--- config.mk ---
export PLATFORM = sky130hd
export DESIGN_NAME = cpu_sequencer
export DESIGN_NICKNAME = d
export VERILOG_FILES = /design/src/rtl/cpu_sequencer_pkg.sv /design/src/rtl/cpu_sequencer_retire_counter.sv /design/src/rtl/cpu_sequencer.sv
export SDC_FILE = /design/constraint.sdc
export NUM_CORES = 1
export LEC_CHECK = 0
export ABC_AREA = 1
export CAP_MARGIN = 10
export CORE_MARGIN = 3
export CORE_UTILIZATION = 49
export CTS_CLUSTER_DIAMETER = 80
export CTS_CLUSTER_SIZE = 16
export DETAILED_ROUTE_END_ITERATION = 6
export PLACE_DENSITY_LB_ADDON = 0.1
export SYNTH_ARGS = -nofsm -noshare
export SYNTH_HDL_FRONTEND = slang
export SYNTH_SLANG_ARGS = --single-unit
--- constraint.sdc ---
create_clock -name clk -period 1.88 [get_ports clk]
set_input_delay 0.376 -clock clk [delete_from_list [all_inputs] [get_ports clk]]
set_output_delay 0.376 -clock clk [all_outputs]
set_load 0.02 [all_outputs]
--- src/rtl/cpu_sequencer_pkg.sv ---
// ----------------------------------------------------------------------------
// cpu_sequencer_pkg
// Shared definitions for the multi-cycle CPU sequencer:
//   - op_code_e   : RV32I major opcodes (instruction[6:2]); this is the single
//                   definition of the encoding the decoder also uses.
//   - seq_state_e : sequencer FSM state encoding (visible on the debug port).
//   - helpers     : opcode legality and memory-class classification.
// ----------------------------------------------------------------------------
package cpu_sequencer_pkg;

   localparam int unsigned OPCODE_W  = 5;
   localparam int unsigned STATE_W   = 3;
   localparam int unsigned INSTRET_W = 32;

   // Major opcodes, instruction[6:2]
   typedef enum logic [OPCODE_W-1:0] {
      OP_LOAD   = 5'b00000,
      OP_OP_IMM = 5'b00100,
      OP_AUIPC  = 5'b00101,
      OP_STORE  = 5'b01000,
      OP_OP     = 5'b01100,
      OP_LUI    = 5'b01101,
      OP_BRANCH = 5'b11000,
      OP_JALR   = 5'b11001,
      OP_JAL    = 5'b11011
   } op_code_e;

   // Sequencer states; 6 and 7 are unused and recover to FETCH
   typedef enum logic [STATE_W-1:0] {
      S_FETCH   = 3'd0,
      S_DECODE  = 3'd1,
      S_EXECUTE = 3'd2,
      S_MEM     = 3'd3,
      S_WB      = 3'd4,
      S_TRAP    = 3'd5
   } seq_state_e;

   // True for the nine opcodes the core implements
   function automatic logic is_legal_op(input logic [OPCODE_W-1:0] op);
      logic legal;
      legal = 1'b0;
      case (op)
         OP_OP, OP_OP_IMM, OP_LOAD, OP_STORE, OP_BRANCH,
         OP_JAL, OP_JALR, OP_LUI, OP_AUIPC: legal = 1'b1;
         default:                           legal = 1'b0;
      endcase
      return legal;
   endfunction

   // True for instructions that need a data memory access
   function automatic logic is_mem_op(input logic [OPCODE_W-1:0] op);
      return (op == OP_LOAD) || (op == OP_STORE);
   endfunction

endpackage

--- src/rtl/cpu_sequencer_retire_counter.sv ---
// ----------------------------------------------------------------------------
// retire_counter
// Free-running retired-instruction counter; wraps silently at all-ones.
// Ports:
//   clk   - clock
//   clr   - synchronous clear (highest priority)
//   inc   - add one on this edge
//   count - current count
// ----------------------------------------------------------------------------
module retire_counter
   import cpu_sequencer_pkg::*;
#(
   parameter int unsigned WIDTH = INSTRET_W
) (
   input  logic             clk,
   input  logic             clr,
   input  logic             inc,
   output logic [WIDTH-1:0] count
);

   // Count register; natural modulo-2^WIDTH wrap
   always_ff @(posedge clk) begin
      if (clr) begin
         count <= '0;
      end else if (inc) begin
         count <= count + WIDTH'(1);
      end
   end

endmodule

--- src/rtl/cpu_sequencer.sv ---
// ----------------------------------------------------------------------------
// cpu_sequencer
// Multi-cycle control FSM: FETCH -> DECODE -> EXECUTE -> [MEM] -> WB.
// Strobes are decoded from the state register (and the ack inputs where a
// same-cycle handshake is needed), and are forced low while reset is high.
//
// Optional feature: define ILLEGAL_TRAP_EN to send illegal opcodes to a
// sticky TRAP state; otherwise they retire as NOPs and trap stays 0.
//
// Ports:
//   clk, reset      - clock, synchronous active-high reset
//   opcode          - instruction[6:2] from the instruction register
//   reg_we_dec      - decoder register-write request
//   imem_ack        - instruction memory data valid (honoured in FETCH only)
//   dmem_ack        - data memory access done (honoured in MEM only)
//   imem_req        - instruction fetch request
//   dmem_req/dmem_we- data memory request / write qualifier
//   ir_we           - instruction register load
//   rf_we           - register file write enable
//   pc_we           - PC update enable
//   state           - current FSM state (debug)
//   trap            - illegal-instruction trap flag (sticky until reset)
//   instret         - retired instruction count
// ----------------------------------------------------------------------------
module cpu_sequencer
   import cpu_sequencer_pkg::*;
(
   input  logic        clk,
   input  logic        reset,
   input  logic [4:0]  opcode,
   input  logic        reg_we_dec,
   input  logic        imem_ack,
   input  logic        dmem_ack,
   output logic        imem_req,
   output logic        dmem_req,
   output logic        dmem_we,
   output logic        ir_we,
   output logic        rf_we,
   output logic        pc_we,
   output logic [2:0]  state,
   output logic        trap,
   output logic [31:0] instret
);

   seq_state_e state_q;
   seq_state_e state_d;
   logic       retire;
   logic       op_legal;

   assign op_legal = is_legal_op(opcode);
   assign state    = STATE_W'(state_q);

   // State register
   always_ff @(posedge clk) begin
      if (reset) begin
         state_q <= S_FETCH;
      end else begin
         state_q <= state_d;
      end
   end

   // Next-state and strobe decode; reset masks every strobe and ack
   always_comb begin
      state_d  = state_q;
      imem_req = 1'b0;
      ir_we    = 1'b0;
      dmem_req = 1'b0;
      dmem_we  = 1'b0;
      rf_we    = 1'b0;
      pc_we    = 1'b0;
      retire   = 1'b0;
      if (!reset) begin
         case (state_q)
            S_FETCH: begin
               imem_req = 1'b1;
               if (imem_ack) begin
                  ir_we   = 1'b1;
                  state_d = S_DECODE;
               end
            end
            S_DECODE: begin
`ifdef ILLEGAL_TRAP_EN
               state_d = op_legal ? S_EXECUTE : S_TRAP;
`else
               state_d = S_EXECUTE;
`endif
            end
            S_EXECUTE: begin
               state_d = is_mem_op(opcode) ? S_MEM : S_WB;
            end
            S_MEM: begin
               dmem_req = 1'b1;
               dmem_we  = (opcode == OP_STORE);
               if (dmem_ack) begin
                  state_d = S_WB;
               end
            end
            S_WB: begin
               // Illegal opcodes only get here as NOPs: never write the RF
               rf_we   = reg_we_dec & op_legal;
               pc_we   = 1'b1;
               retire  = 1'b1;
               state_d = S_FETCH;
            end
            S_TRAP: begin
`ifdef ILLEGAL_TRAP_EN
               state_d = S_TRAP;
`else
               state_d = S_FETCH;
`endif
            end
            default: begin
               state_d = S_FETCH;
            end
         endcase
      end
   end

`ifdef ILLEGAL_TRAP_EN
   // TRAP is only left through reset, so the flag follows the state
   assign trap = (state_q == S_TRAP);
`else
   assign trap = 1'b0;
`endif

   retire_counter #(
      .WIDTH (INSTRET_W)
   ) u_retire_counter (
      .clk   (clk),
      .clr   (reset),
      .inc   (retire),
      .count (instret)
   );

endmodule

==> results of run 1 <==
-- cell families after synthesis --
kind of cell | after synthesis
buf+inv | 53
xor+xnor | 2
compound gates | 30
fa+ha+maj | 1
flops | 35
other cells | 1
simple gates | 199
-- critical path, cell delays in order --
cell and delay (ns):
clkdlybuf4s50_1 0.43, buf_4 0.19, nor3_1 0.17, clkdlybuf4s15_2 0.28
-- layer usage --
metal | share of wire (%) | global-route usage (%) | vias to the layer above
li1 | - | - | 1147
met1 | 47 | 31.3 | 948
met2 | 45 | 33.1 | 85
met3 | 7.3 | 5.61 | 4
met4 | 0.57 | 3.19 | 0
met5 | 0 | 0 | -
-- power by group --
part	leakage [nW]	internal (mW)	total (mW)	switching, mW
clock network	0.0515	0.335	0.614	0.279
registers	0.283	0.750	0.764	0.0141
logic	0.906	0.0735	0.155	0.0817
-- final cells by class --
cell class,instances,share of cell area (%)
Clock buffer,8,3.58
Inverter,47,6.32
Multi-Input combinational cell,233,40.0
Sequential cell,35,25.2
Tap cell,48,2.15
Timing Repair Buffer,66,22.8
-- path summary, 6_finish.rpt --
check / from / to / cells past startpoint
worst max-delay path: reset / ir_we / 4
worst min-delay path: u_retire_counter.count[6] / u_retire_counter.count[6] / 2
worst max register to register: state[2] / u_retire_counter.count[13] / 8
worst min register to register: u_retire_counter.count[6] / u_retire_counter.count[6] / 2
-- per-stage QoR --
| step | util (%) | setup slack [ns] | TNS [ns] | hold slack [ns] |
|---|---|---|---|---|
| 2_1_floorplan | - | 0.150 | 0 | 0.453 |
| 3_3_place_gp | 70.2 | -0.384 | -3.56 | 0.473 |
| 3_5_place_dp | 70.2 | -0.452 | -4.28 | 0.487 |
| 4_1_cts | 72.8 | 0.00855 | 0 | 0.503 |
| 5_1_grt | 73.0 | 0.00292 | 0 | 0.518 |
| 6_report | 73.0 | 0.0447 | 0 | 0.496 |
-- registers in the layout, indices dropped and copies added, names as in the netlist --
register / count
state: 3
u_retire_counter.count: 32
-- synthesized netlist by cell type (3+ instances only) --
| cell type | number |
|---|---|
| nand4_1 | 14 |
| a31oi_1 | 3 |
| o21ai_0 | 9 |
| nor2_1 | 61 |
| inv_1 | 46 |
| nand3_1 | 21 |
| o21bai_1 | 3 |
| nor2_4 | 5 |
| a21oi_1 | 12 |
| nor3_1 | 7 |
| nand2_1 | 85 |
| dfxtp_1 | 35 |
-- timing repair --
action,in CTS,in global routing
hold endpoints to repair,0,0
setup buffers,0,1
gates resized for setup,18,10
pin swaps,0,3
endpoints found under the setup margin,6,4
==> flow_metrics.py, run 1 <==
metrics = {
    "run_status": {
        "status": "completed",
    },
    "clocking": {
        "clkLatencyLatePin_ns": 0.29,
        "cts_tree": "yes",
        "cts_buffer_depth": 2,
        "htreeDepth": 2,
        "cts.clk_slew.worst_paths_ns": 0.07,
        "numCtsBuffers": 5,
        "cts.sinks": 35,
        "clockRootBuffer": "clkbuf_8",
        "cts-hold-fix-buffers": 0,
    },
    "floorplan": {
        "start_util_pct": 53.0,
        "die_h_um": 70.4,
        "pin_count": 52,
        "die_w_um": 70.4,
        "fp.coreArea_mm2": 0.00383,
        "dieArea_mm2": 0.00495,
        "row_count": 22,
    },
    "logic_synthesis": {
        "syn_nets": 332,
        "synth_top_area_share_pct": 34.5,
        "ys.flop_type": "dfxtp_1",
        "synthArstFlopShare_pct": 0,
        "synth.area.top_cells": "dfxtp_1 (35%), nand2_1 (16%), nor2_1 (11%)",
        "synth_top_family_by_area": "simple AND/OR/NAND/NOR gates",
        "syn_area_mm2": 0.00203,
        "synth_cell_types": 29,
        "ys_ff_latch": 35,
        "syn-instance-count": 321,
        "synthSimpleGateAreaFrac_pct": 44.8,
        "synth_edf_count": 0,
        "muxShareOfSynthArea_pct": 0,
        "yosys.area.top_type": "dfxtp_1",
        "synth_fa_ha_area_share_pct": 0.617,
        "synth_compound_area_share_pct": 8.32,
        "yosysSeqAreaShare_pct": 34.5,
        "avgSynthCellArea_um2": 6.32,
        "synth_xor_area_share_pct": 0.863,
        "ys_warn_count": 0,
    },
    "global_routing": {
        "gr-total-overflow": 0,
        "grt_pass1_wl_mm": 8.78,
        "grt_usage_pct": 21.7,
        "grt_pass1_vias": 1915,
        "grt_max_degree": 21,
        "antenna_found_initial": 0,
    },
    "layout": {
        "stdcell_count": 437,
        "multi_input_area_mm2": 0.00112,
        "layout_common_cells": "nand2_1 (85), nor2_1 (59), inv_1 (45)",
        "stdcell_area_mm2": 0.00279,
        "drive_gt1_share_pct": 11.1,
        "mostFrequentLayoutCell": "nand2_1",
        "finalNetCount": 399,
        "diodes": 0,
        "seqCellArea_um2": 703,
        "fillers": 331,
        "synthToLayoutAreaGrowth_pct": 37.6,
    },
    "sta": {
        "fmax_ghz": 0.545,
        "rsz0062_at_grt": "false",
        "clock_skew_ns": 0.00778,
        "fin_crit_sh_pct": 97.6,
        "finalSetupViolCount": 0,
        "hold_violations": 0,
        "drv_slew": 0,
        "min_period_ns": 1.84,
    },
    "place": {
        "place_congestion": 0.921,
        "hpwlAfterDp_mm": 3.95,
        "dp.cells": 428,
        "numPortBuffers": 50,
        "place_area_mm2": 0.00269,
    },
    "setup_path": {
        "critical_path_class": "input port to output pin",
        "critPathMaxFanout": 12,
        "worst_ep_arrival_time_ns": 1.46,
        "crit_path_end_kind": "output pin",
        "crit_required_ns": 1.50,
        "critPathLaunchType": "input port",
        "r2r_slack_ns": 0.24,
    },
    "power_and_ir_drop": {
        "pwr_density_cell_mw_per_mm2": 549,
        "total_power_mw": 1.53,
        "ir_drop_v": 0.000453,
        "p_leak_nw": 1.24,
    },
    "flow_run": {
        "maxCapViolCount": 0,
    },
    "drt": {
        "via_count": 2184,
        "dr.pass1.iters": 5,
        "via_per_inst": 5.00,
        "wl_per_cell_um": 12.0,
        "routed_wl_mm": 5.24,
        "drt_iter0_drc": 204,
        "ant_nets": 0,
        "drc": 0,
    },
    "hold_path": {
        "hold_path_class": "register to register",
    },
}
No activity file was read; power rests on OpenSTA's default activity.
==> inputs of run 2 (changes only) <==
- SETUP_SLACK_MARGIN: unset -> 0.2
- SKIP_LAST_GASP: unset -> 1
==> flow_metrics.py, run 2 (synthesis gave the netlist of run 1 again) <==
metrics = {
    "place": {
        "hpwlAfterDp_mm": 4.04,
        "numPortBuffers": 50,
        "place_area_mm2": 0.00273,
        "place_congestion": 0.912,
        "place_ws_ns": -0.440,
    },
    "floorplan": {
        "die_w_um": 70.4,
        "row_count": 22,
        "die_h_um": 70.4,
        "pin_count": 52,
        "dieArea_mm2": 0.00495,
        "fp.coreArea_mm2": 0.00383,
        "start_util_pct": 53.0,
    },
    "setup_path": {
        "critical_path_class": "register to output pin",
        "critPathLaunchType": "register",
        "crit_path_end_kind": "output pin",
        "worst_ep_arrival_time_ns": 1.28,
        "critPathMaxFanout": 5,
        "crit_required_ns": 1.50,
    },
    "global_routing": {
        "grt_max_degree": 20,
        "antenna_found_initial": 0,
        "grt_usage_pct": 22.8,
        "grt_pass1_vias": 2020,
        "gr-total-overflow": 0,
        "grt_pass1_wl_mm": 9.23,
    },
    "drt": {
        "wl_per_cell_um": 12.3,
        "dr.pass1.iters": 4,
        "via_count": 2253,
        "drc": 0,
        "drt_iter0_drc": 164,
        "via_per_inst": 5.07,
        "routed_wl_mm": 5.48,
        "ant_nets": 0,
    },
    "hold_path": {
        "hold_path_class": "register to register",
    },
    "sta": {
        "rsz0062_at_grt": "true",
        "clock_skew_ns": 0.00685,
        "hold_violations": 0,
        "fmax_ghz": 0.602,
        "fin_crit_sh_pct": 88.3,
        "fin_setup_tns_ns": 0,
        "finalSetupViolCount": 0,
        "drv_slew": 0,
        "min_period_ns": 1.66,
        "setup_ws_ns": 0.220,
    },
    "layout": {
        "synthToLayoutAreaGrowth_pct": 40.6,
        "final_util_pct": 74.6,
        "layout_common_cells": "nand2_1 (84), nor2_1 (60), inv_1 (43)",
        "regMostFlops": "u_retire_counter.count",
        "finalNetCount": 406,
        "stdcell_area_mm2": 0.00285,
        "drive_gt1_share_pct": 16.9,
        "largest_reg_flops": 32,
        "mostFrequentLayoutCell": "nand2_1",
        "diodes": 0,
    },
    "clocking": {
        "clockRootBuffer": "clkbuf_8",
        "cts.sinks": 35,
        "clkLatencyLatePin_ns": 0.29,
        "cts.clk_slew.worst_paths_ns": 0.08,
        "numCtsBuffers": 5,
        "htreeDepth": 2,
        "cts_buffer_depth": 2,
        "cts_tree": "yes",
        "cts-hold-fix-buffers": 0,
    },
    "power_and_ir_drop": {
        "ir_drop_v": 0.000417,
        "seqPwrFrac_pct": 51.7,
        "p_int_mw": 1.08,
        "pwr_density_cell_mw_per_mm2": 519,
        "power_frac_comb_pct": 11.2,
        "swShare_pct": 26.8,
        "switchingPower_mw": 0.398,
        "p_leak_nw": 1.56,
        "clock_power_share_pct": 37.2,
    },
    "run_status": {
        "status": "completed",
    },
    "flow_run": {
        "maxCapViolCount": 0,
    },
}
run 2: cell types whose count changed in the layout (fill, tap and decap cells not counted), sizes merged:
| cell | previous run | this run |
|---|---|---|
| dlymetal6s2s | 3 | 12 |
| dlygate4sd2 | 2 | 28 |
| clkbuf | 9 | 6 |
| buf | 18 | 28 |
| clkinv | 0 | 1 |
| clkinvlp | 0 | 2 |
| clkdlybuf4s50 | 41 | 4 |
| clkdlybuf4s15 | 1 | 0 |
run 2: stage by stage:
stage          power (mW)  instances  hold slack, ns
3_5_place_dp        0.944        433           0.479
3_3_place_gp        0.940        433           0.474
6_report             1.48        444           0.493
5_1_grt              1.54        444           0.519
2_1_floorplan       0.862        321           0.453
4_1_cts              1.49        443           0.497
run 2: worst paths after layout:
check	startpoint	to	slack [ns]	cells after the start
min	u_retire_counter.count[1]	u_retire_counter.count[1]	0.49	2
max reg2reg	state[0]	u_retire_counter.count[13]	0.36	8
max	state[0]	dmem_we	0.22	7
min reg2reg	u_retire_counter.count[1]	u_retire_counter.count[1]	0.49	2
run 2: timing repair:
action                                  CTS  global route
setup buffers                             2             1
pin swaps                                 2             9
gates cloned                              0             0
gates resized for setup                  61            27
endpoints found under the setup margin   32            23
hold endpoints to repair                  0             0
run 2: layer usage:
metal | vias to the layer above | share of wire, % | global-route usage, %
li1 | 1166 | - | -
met1 | 1007 | 46 | 31.8
met2 | 72 | 47 | 35.7
met3 | 8 | 6.3 | 4.03
met4 | 0 | 1.2 | 6.81
met5 | - | 0 | 0
run 2: power groups by stage:
stage / registers (mW) / logic (mW) / clock network, mW
after global placement: 0.781 / 0.159 / 0
final: 0.766 / 0.166 / 0.551
after detailed placement: 0.781 / 0.163 / 0
after floorplan: 0.789 / 0.0736 / 0
after global routing: 0.767 / 0.180 / 0.590
after CTS: 0.764 / 0.162 / 0.562
run 2: cell type report:
class | instances | area [µm²]
inverters | 47 | 176
flip-flops and latches | 35 | 717
repair buffers | 73 | 668
multi-input cells | 233 | 1140
fillers | 315 | 972
well taps | 48 | 60.1
clock buffers | 5 | 68.8
clock inverters | 3 | 20.0
run 2: critical path: stages, from the launching register on:
cell and delay (ns):
dfxtp_4 0.39, nand2_1 0.06, nor2_1 0.13, nand2_1 0.08, inv_2 0.05, nand2_1 0.04, nor2_1 0.09, buf_4 0.15
